[config.mk]
export PLATFORM = sky130hd
export DESIGN_NAME = ram_port_arbiter
export DESIGN_NICKNAME = d
export VERILOG_FILES = /design/src/rtl/ram_port_arbiter_pkg.sv /design/src/rtl/ram_port_arbiter.sv
export SDC_FILE = /design/constraint.sdc
export NUM_CORES = 1
export LEC_CHECK = 0
export BUFFER_PORTS_ARGS = -buffer_cell sky130_fd_sc_hd__clkbuf_2
export CAP_MARGIN = 20
export CORE_AREA = 2 2 214 216
export CTS_CLUSTER_SIZE = 20
export DETAILED_ROUTE_END_ITERATION = 10
export DIE_AREA = 0 0 216 218
export SLEW_MARGIN = 30
export SYNTH_ARGS = -nofsm -noshare
export SYNTH_HDL_FRONTEND = slang
export SYNTH_SLANG_ARGS = --single-unit
[constraint.sdc]
create_clock -name clk -period 1.8 [get_ports clk]
set_clock_uncertainty 0.1 [all_clocks]
set_input_delay 0.18 -clock clk [delete_from_list [all_inputs] [get_ports clk]]
set_output_delay 0.18 -clock clk [all_outputs]
set_load 0.01 [all_outputs]
[src/rtl/ram_port_arbiter_pkg.sv]
// Shared encodings for the RAM port arbiter: FSM states, transaction owner
// and the fixed fetch access size.
package ram_port_arbiter_pkg;

    typedef enum logic [1:0] {
        ARB_IDLE  = 2'd0,
        ARB_ISSUE = 2'd1,
        ARB_WAIT  = 2'd2,
        ARB_RESP  = 2'd3
    } arb_state_e;

    typedef enum logic {
        ARB_OWN_IFU = 1'b0,
        ARB_OWN_LSU = 1'b1
    } arb_owner_e;

    localparam logic [2:0] ARB_FETCH_SIZE = 3'd3;

endpackage

[src/rtl/ram_port_arbiter.sv]
// Arbitrates the single RAM read/write port between instruction fetch and
// load/store: LSU-priority with a streak limit, one transaction in flight.
module ram_port_arbiter
    import ram_port_arbiter_pkg::*;
#(
    parameter int DATA_W         = 64,
    parameter int LSU_MAX_STREAK = 4,
    parameter int TIMEOUT_CYCLES = 255
) (
    input  logic                clk,
    input  logic                rst_n,

    input  logic                ifu_req_i,
    input  logic [DATA_W-1:0]   ifu_addr_i,
    output logic                ifu_ack_o,
    output logic                ifu_valid_o,
    output logic [DATA_W-1:0]   ifu_rdata_o,

    input  logic                lsu_req_i,
    input  logic                lsu_wen_i,
    input  logic [DATA_W-1:0]   lsu_addr_i,
    input  logic [DATA_W-1:0]   lsu_wdata_i,
    input  logic [DATA_W/8-1:0] lsu_wmask_i,
    input  logic [2:0]          lsu_size_i,
    output logic                lsu_ack_o,
    output logic                lsu_valid_o,
    output logic [DATA_W-1:0]   lsu_rdata_o,

    output logic                ram_rw_cen_o,
    output logic                ram_rw_wen_o,
    output logic [DATA_W-1:0]   ram_rw_addr_o,
    output logic [DATA_W-1:0]   ram_rw_wdata_o,
    output logic [DATA_W/8-1:0] ram_rw_wmask_o,
    output logic [2:0]          ram_rw_size_o,
    input  logic                ram_rw_ready_i,
    input  logic [DATA_W-1:0]   ram_rw_data_i,

    output logic                err_o
);

    localparam int MASK_W   = DATA_W / 8;
    localparam int STREAK_W = $clog2(LSU_MAX_STREAK + 1);
    localparam int TMO_W    = $clog2(TIMEOUT_CYCLES + 1);

    localparam logic [STREAK_W-1:0] STREAK_MAX = STREAK_W'(LSU_MAX_STREAK);
    // The counter runs 0..TIMEOUT_CYCLES-1 across the WAIT cycles, so the
    // last permitted WAIT cycle is the one where it holds TMO_LAST.
    localparam logic [TMO_W-1:0]    TMO_LAST   = TMO_W'(TIMEOUT_CYCLES - 1);

    arb_state_e            state;
    arb_owner_e            owner;
    logic                  cmd_wen;
    logic [STREAK_W-1:0]   streak;
    logic [TMO_W-1:0]      tmo_cnt;

    logic                  lsu_grant;
    logic                  ifu_grant;

    function automatic logic [STREAK_W-1:0] streak_inc(input logic [STREAK_W-1:0] s);
        return (s == STREAK_MAX) ? s : s + STREAK_W'(1);
    endfunction

    always_comb begin
        lsu_grant = 1'b0;
        ifu_grant = 1'b0;
        if (state == ARB_IDLE) begin
            lsu_grant = lsu_req_i && (!ifu_req_i || (streak < STREAK_MAX));
            ifu_grant = ifu_req_i && !lsu_grant;
        end
    end

    assign ifu_ack_o = ifu_grant;
    assign lsu_ack_o = lsu_grant;

    always_ff @(posedge clk or negedge rst_n) begin
        if (!rst_n) begin
            state          <= ARB_IDLE;
            owner          <= ARB_OWN_IFU;
            cmd_wen        <= 1'b0;
            streak         <= '0;
            tmo_cnt        <= '0;
            ram_rw_cen_o   <= 1'b0;
            ram_rw_wen_o   <= 1'b0;
            ram_rw_addr_o  <= '0;
            ram_rw_wdata_o <= '0;
            ram_rw_wmask_o <= '0;
            ram_rw_size_o  <= '0;
            ifu_valid_o    <= 1'b0;
            ifu_rdata_o    <= '0;
            lsu_valid_o    <= 1'b0;
            lsu_rdata_o    <= '0;
            err_o          <= 1'b0;
        end else begin
            // Strobes default low; each is raised for exactly one cycle below.
            ram_rw_cen_o <= 1'b0;
            ram_rw_wen_o <= 1'b0;
            ifu_valid_o  <= 1'b0;
            lsu_valid_o  <= 1'b0;
            err_o        <= 1'b0;

            case (state)
                ARB_IDLE: begin
                    if (lsu_grant) begin
                        owner          <= ARB_OWN_LSU;
                        cmd_wen        <= lsu_wen_i;
                        ram_rw_addr_o  <= lsu_addr_i;
                        ram_rw_wdata_o <= lsu_wdata_i;
                        ram_rw_wmask_o <= lsu_wmask_i;
                        ram_rw_size_o  <= lsu_size_i;
                        ram_rw_cen_o   <= 1'b1;
                        ram_rw_wen_o   <= lsu_wen_i;
                        streak         <= ifu_req_i ? streak_inc(streak) : '0;
                        state          <= ARB_ISSUE;
                    end else if (ifu_grant) begin
                        owner          <= ARB_OWN_IFU;
                        cmd_wen        <= 1'b0;
                        ram_rw_addr_o  <= ifu_addr_i;
                        ram_rw_wdata_o <= '0;
                        ram_rw_wmask_o <= MASK_W'(0);
                        ram_rw_size_o  <= ARB_FETCH_SIZE;
                        ram_rw_cen_o   <= 1'b1;
                        streak         <= '0;
                        state          <= ARB_ISSUE;
                    end
                end

                ARB_ISSUE: begin
                    tmo_cnt <= '0;
                    state   <= ARB_WAIT;
                end

                ARB_WAIT: begin
                    // Ready is tested first so a response on the final count
                    // completes normally rather than as a timeout.
                    if (ram_rw_ready_i) begin
                        if (owner == ARB_OWN_IFU) begin
                            ifu_rdata_o <= ram_rw_data_i;
                            ifu_valid_o <= 1'b1;
                        end else begin
                            if (!cmd_wen) lsu_rdata_o <= ram_rw_data_i;
                            lsu_valid_o <= 1'b1;
                        end
                        state <= ARB_RESP;
                    end else if (tmo_cnt == TMO_LAST) begin
                        if (owner == ARB_OWN_IFU) begin
                            ifu_rdata_o <= '0;
                            ifu_valid_o <= 1'b1;
                        end else begin
                            if (!cmd_wen) lsu_rdata_o <= '0;
                            lsu_valid_o <= 1'b1;
                        end
                        err_o <= 1'b1;
                        state <= ARB_RESP;
                    end else begin
                        tmo_cnt <= tmo_cnt + TMO_W'(1);
                    end
                end

                ARB_RESP: begin
                    state <= ARB_IDLE;
                end

                default: begin
                    state <= ARB_IDLE;
                end
            endcase
        end
    end

endmodule
==> key figures <==
Status
  • Status: finished, violations left
  • Failing checks: negative setup slack

Place
  • Routability Congestion: 0.888
  • Final HPWL DP: 33900 µm
  • # port buffers: 546
  • Setup Slack @ Placement: -32.8 ps

Timing
  • Final Hold Vio Count: 0
  • Max transition margin: 67.8%
  • Fmax: 519 MHz
  • Tmin final: 1930 ps
  • Min Hold Slack: 34.2 ps
  • Slew Limit Fails: 0
  • Unrepaired setup endpoints after global routing: true
  • Final period util: 107%
  • Worst Tran Pin Value: 482 ps
  • Setup Viol. Count Final: 5
  • Worst setup margin: -127 ps

Floorplanning
  • Core area: 44900 µm²
  • # rows: 78
  • Die area: 47100 µm²
  • Die height: 218 µm
  • I/O Pins: 547
  • Initial core utilization: 28.7%
  • Die width: 216 µm

Routing
  • Post-DR vias/cell: 5.19
  • Final ANT Viol Nets: 0
  • Initial DRT Pass Iterations: 5
  • DR WL/cell: 20.1 µm
  • Number of DRC markers in iteration 0: 1191
  • DRC: 0
  • Drt total wl: 53900 µm
  • Vias post-DR: 13900

Global routing
  • Vias in the first global route: 13500
  • GRT Residual Overflow: 0
  • First-pass GRT wire length: 77400 µm
  • GR Util met3: 4.44%
  • GRT Util Overall: 20.7%
  • Grt met1 use: 25.9%
  • M2 GR Usage: 34.5%
  • Largest net degree at the start of global routing: 79
  • Busiest layer in global routing: met2
  • Initial antenna violation count: 1

Clock tree
  • CTS clk-pin slew, worst paths: 60 ps
  • Htree depth: 2
  • Total CTS buffers: 34
  • Clock Latency Late Sink: 540 ps
  • CTS root buffer: clkbuf_16
  • Max clock buf depth: 3
  • Clk sink count: 287
  • CTS tree: done

Yosys
  • Post-synth cell types: 47
  • Net Count, Synth: 1484
  • Mapped Avg Cell Area: 10.7 µm²
  • FF+latch count, synth: 287
  • Post-synthesis cell count: 1203
  • Dominant synthesized flop cell: dfrtp_1
  • Async SR Flop Fraction: 100%
  • Ys Warns: 0
  • Sequential fraction of the synthesis area: 55.8%
  • Area of the mapped netlist: 12900 µm²
  • EDFF count, synth: 0

Cells and area
  • Seq. cell area: 7180 µm²
  • Most frequent cells in the layout: clkbuf_2, dfrtp_1, dlygate4sd3_1, inv_1, a22oi_1
  • Commonest non-fill, non-tap cell in the layout: clkbuf_2
  • Core Util, Final: 47.9%
  • FILL cells: 4022
  • Area of the multi-input gates: 4900 µm²
  • Area grow syn2layout: 67.2%
  • Final net count: 2330
  • Layout cell share with drive strength beyond 1: 40.6%

Worst hold path
  • Worst hold path class: primary input to flip-flop
  • Hold Path Depth: 3

Critical path
  • Worst R2R Path Depth: 7
  • CP Max Fanout: 3
  • CP Data Required Time: 1520 ps
  • CP Data Arrival Time: 1650 ps
  • Setup crit start kind: flip-flop
  • Crit path capture type: primary output
  • Crit Path Category: flip-flop to primary output

Flow run
  • # Max-Cap Violations: 0

Pwr
  • Leakage: 0.0106 µW
  • Final Total Pwr: 33400 µW
  • Power Density: 1550 nW/µm²
  • Worst VDD drop: 0.865 mV
==> sequential cells by signal, summed over array words and instances (netlist names) <==
name and cells:
cmd_wen 1, err_o 1, ifu_rdata_o 64, ifu_valid_o 1, lsu_rdata_o 64, lsu_valid_o 1
owner 1, ram_rw_addr_o 64, ram_rw_cen_o 1, ram_rw_size_o 3, ram_rw_wdata_o 64, ram_rw_wen_o 1
ram_rw_wmask_o 8, state 2, streak 3, tmo_cnt 8
==> power breakdown <==
group	total [µW]	internal, µW	switching, µW
logic	15300	7220	8110
clock network	7220	4380	2830
registers	10900	8950	1930
total	33400	20600	12900
==> kinds of logic after synthesis <==
kind of cell / synth area share [%]
AO/OA/AOI/OAI: 30.3
flip-flops: 55.8
buffers and inverters: 8.64
AND/OR/NAND/NOR: 3.80
adder cells (fa/ha/maj): 0.778
multiplexers: 0.564
XOR/XNOR: 0.0681
==> metrics by stage <==
stage | TNS (ps) | instances | cell area, µm²
floorplan | 0 | 1203 | 12900
global placement | 0 | 2309 | 16700
detailed placement | -949 | 2309 | 16700
CTS | -1830 | 2647 | 20700
global route | -3250 | 2674 | 21500
finish | -247 | 2675 | 21500
==> layout make-up <==
cell class,count,share of cell area (%)
sequential,287,33.4
timing repair inverter,3,0.134
clock buffer,50,4.75
clock inverter,10,0.710
inverter,137,2.41
tap,600,3.49
timing repair buffer,921,32.3
antenna,2,0.0233
multi-input combinational,665,22.8
==> synth_stat cells (2+ instances only) <==
cell / n / area, µm²
buf_2: 27 / 135
a22o_1: 76 / 666
o21ai_0: 86 / 430
a31oi_1: 65 / 407
and3_1: 6 / 37.5
buf_1: 3 / 11.3
o21ai_2: 57 / 499
dfrtp_1: 287 / 7180
o211ai_1: 3 / 22.5
nand2b_1: 4 / 25.0
ha_1: 8 / 100
mux2i_1: 5 / 50.1
inv_2: 3 / 11.3
and3b_1: 2 / 17.5
inv_1: 134 / 503
buf_6: 16 / 180
o32a_1: 2 / 20.0
a21oi_1: 6 / 30.0
nor2b_1: 2 / 12.5
o2111ai_1: 64 / 561
nand2_1: 9 / 33.8
and4_1: 2 / 17.5
o21ai_1: 51 / 255
clkbuf_1: 64 / 240
nand3_1: 4 / 20.0
nor2_1: 66 / 248
buf_4: 4 / 30.0
a22oi_1: 128 / 961
==> final timing paths <==
kind / start / endpoint / slack, ps
min: ram_rw_ready_i / ifu_rdata_o[29] / 30
min in group asynchronous: rst_n / ifu_rdata_o[21] / 80
max reg2reg: state[0] / state[0] / -50
min reg2reg: ram_rw_wdata_o[52] / ram_rw_wdata_o[52] / 400
max: state[0] / lsu_ack_o / -130
max in group asynchronous: rst_n / ram_rw_addr_o[19] / 840
==> routing by layer <==
layer | vias to the layer above | share of wire (%) | wire length [µm]
met2 | 852 | 48 | 26000
met5 | - | 0 | 0
met4 | 0 | 5.0 | 2690
met1 | 6744 | 39 | 21000
li1 | 6131 | - | -
met3 | 165 | 7.9 | 4280
==> worst max-delay path, cell delays in order, from the launching register on <==
cell     delay, ps
dfrtp_1        390
inv_2          100
ha_4           170
nand2_4         60
nor2_4         160
buf_12         130
buf_6           90
==> what timing repair did <==
action,in CTS,in global routing
resized for setup,11,90
buffers inserted,8,8
gates cloned,1,18
setup endpoints to repair,83,199
hold endpoints to repair,556,0
hold buffers,269,0
pin swaps,5,33
(Power assumes the default switching activity.)
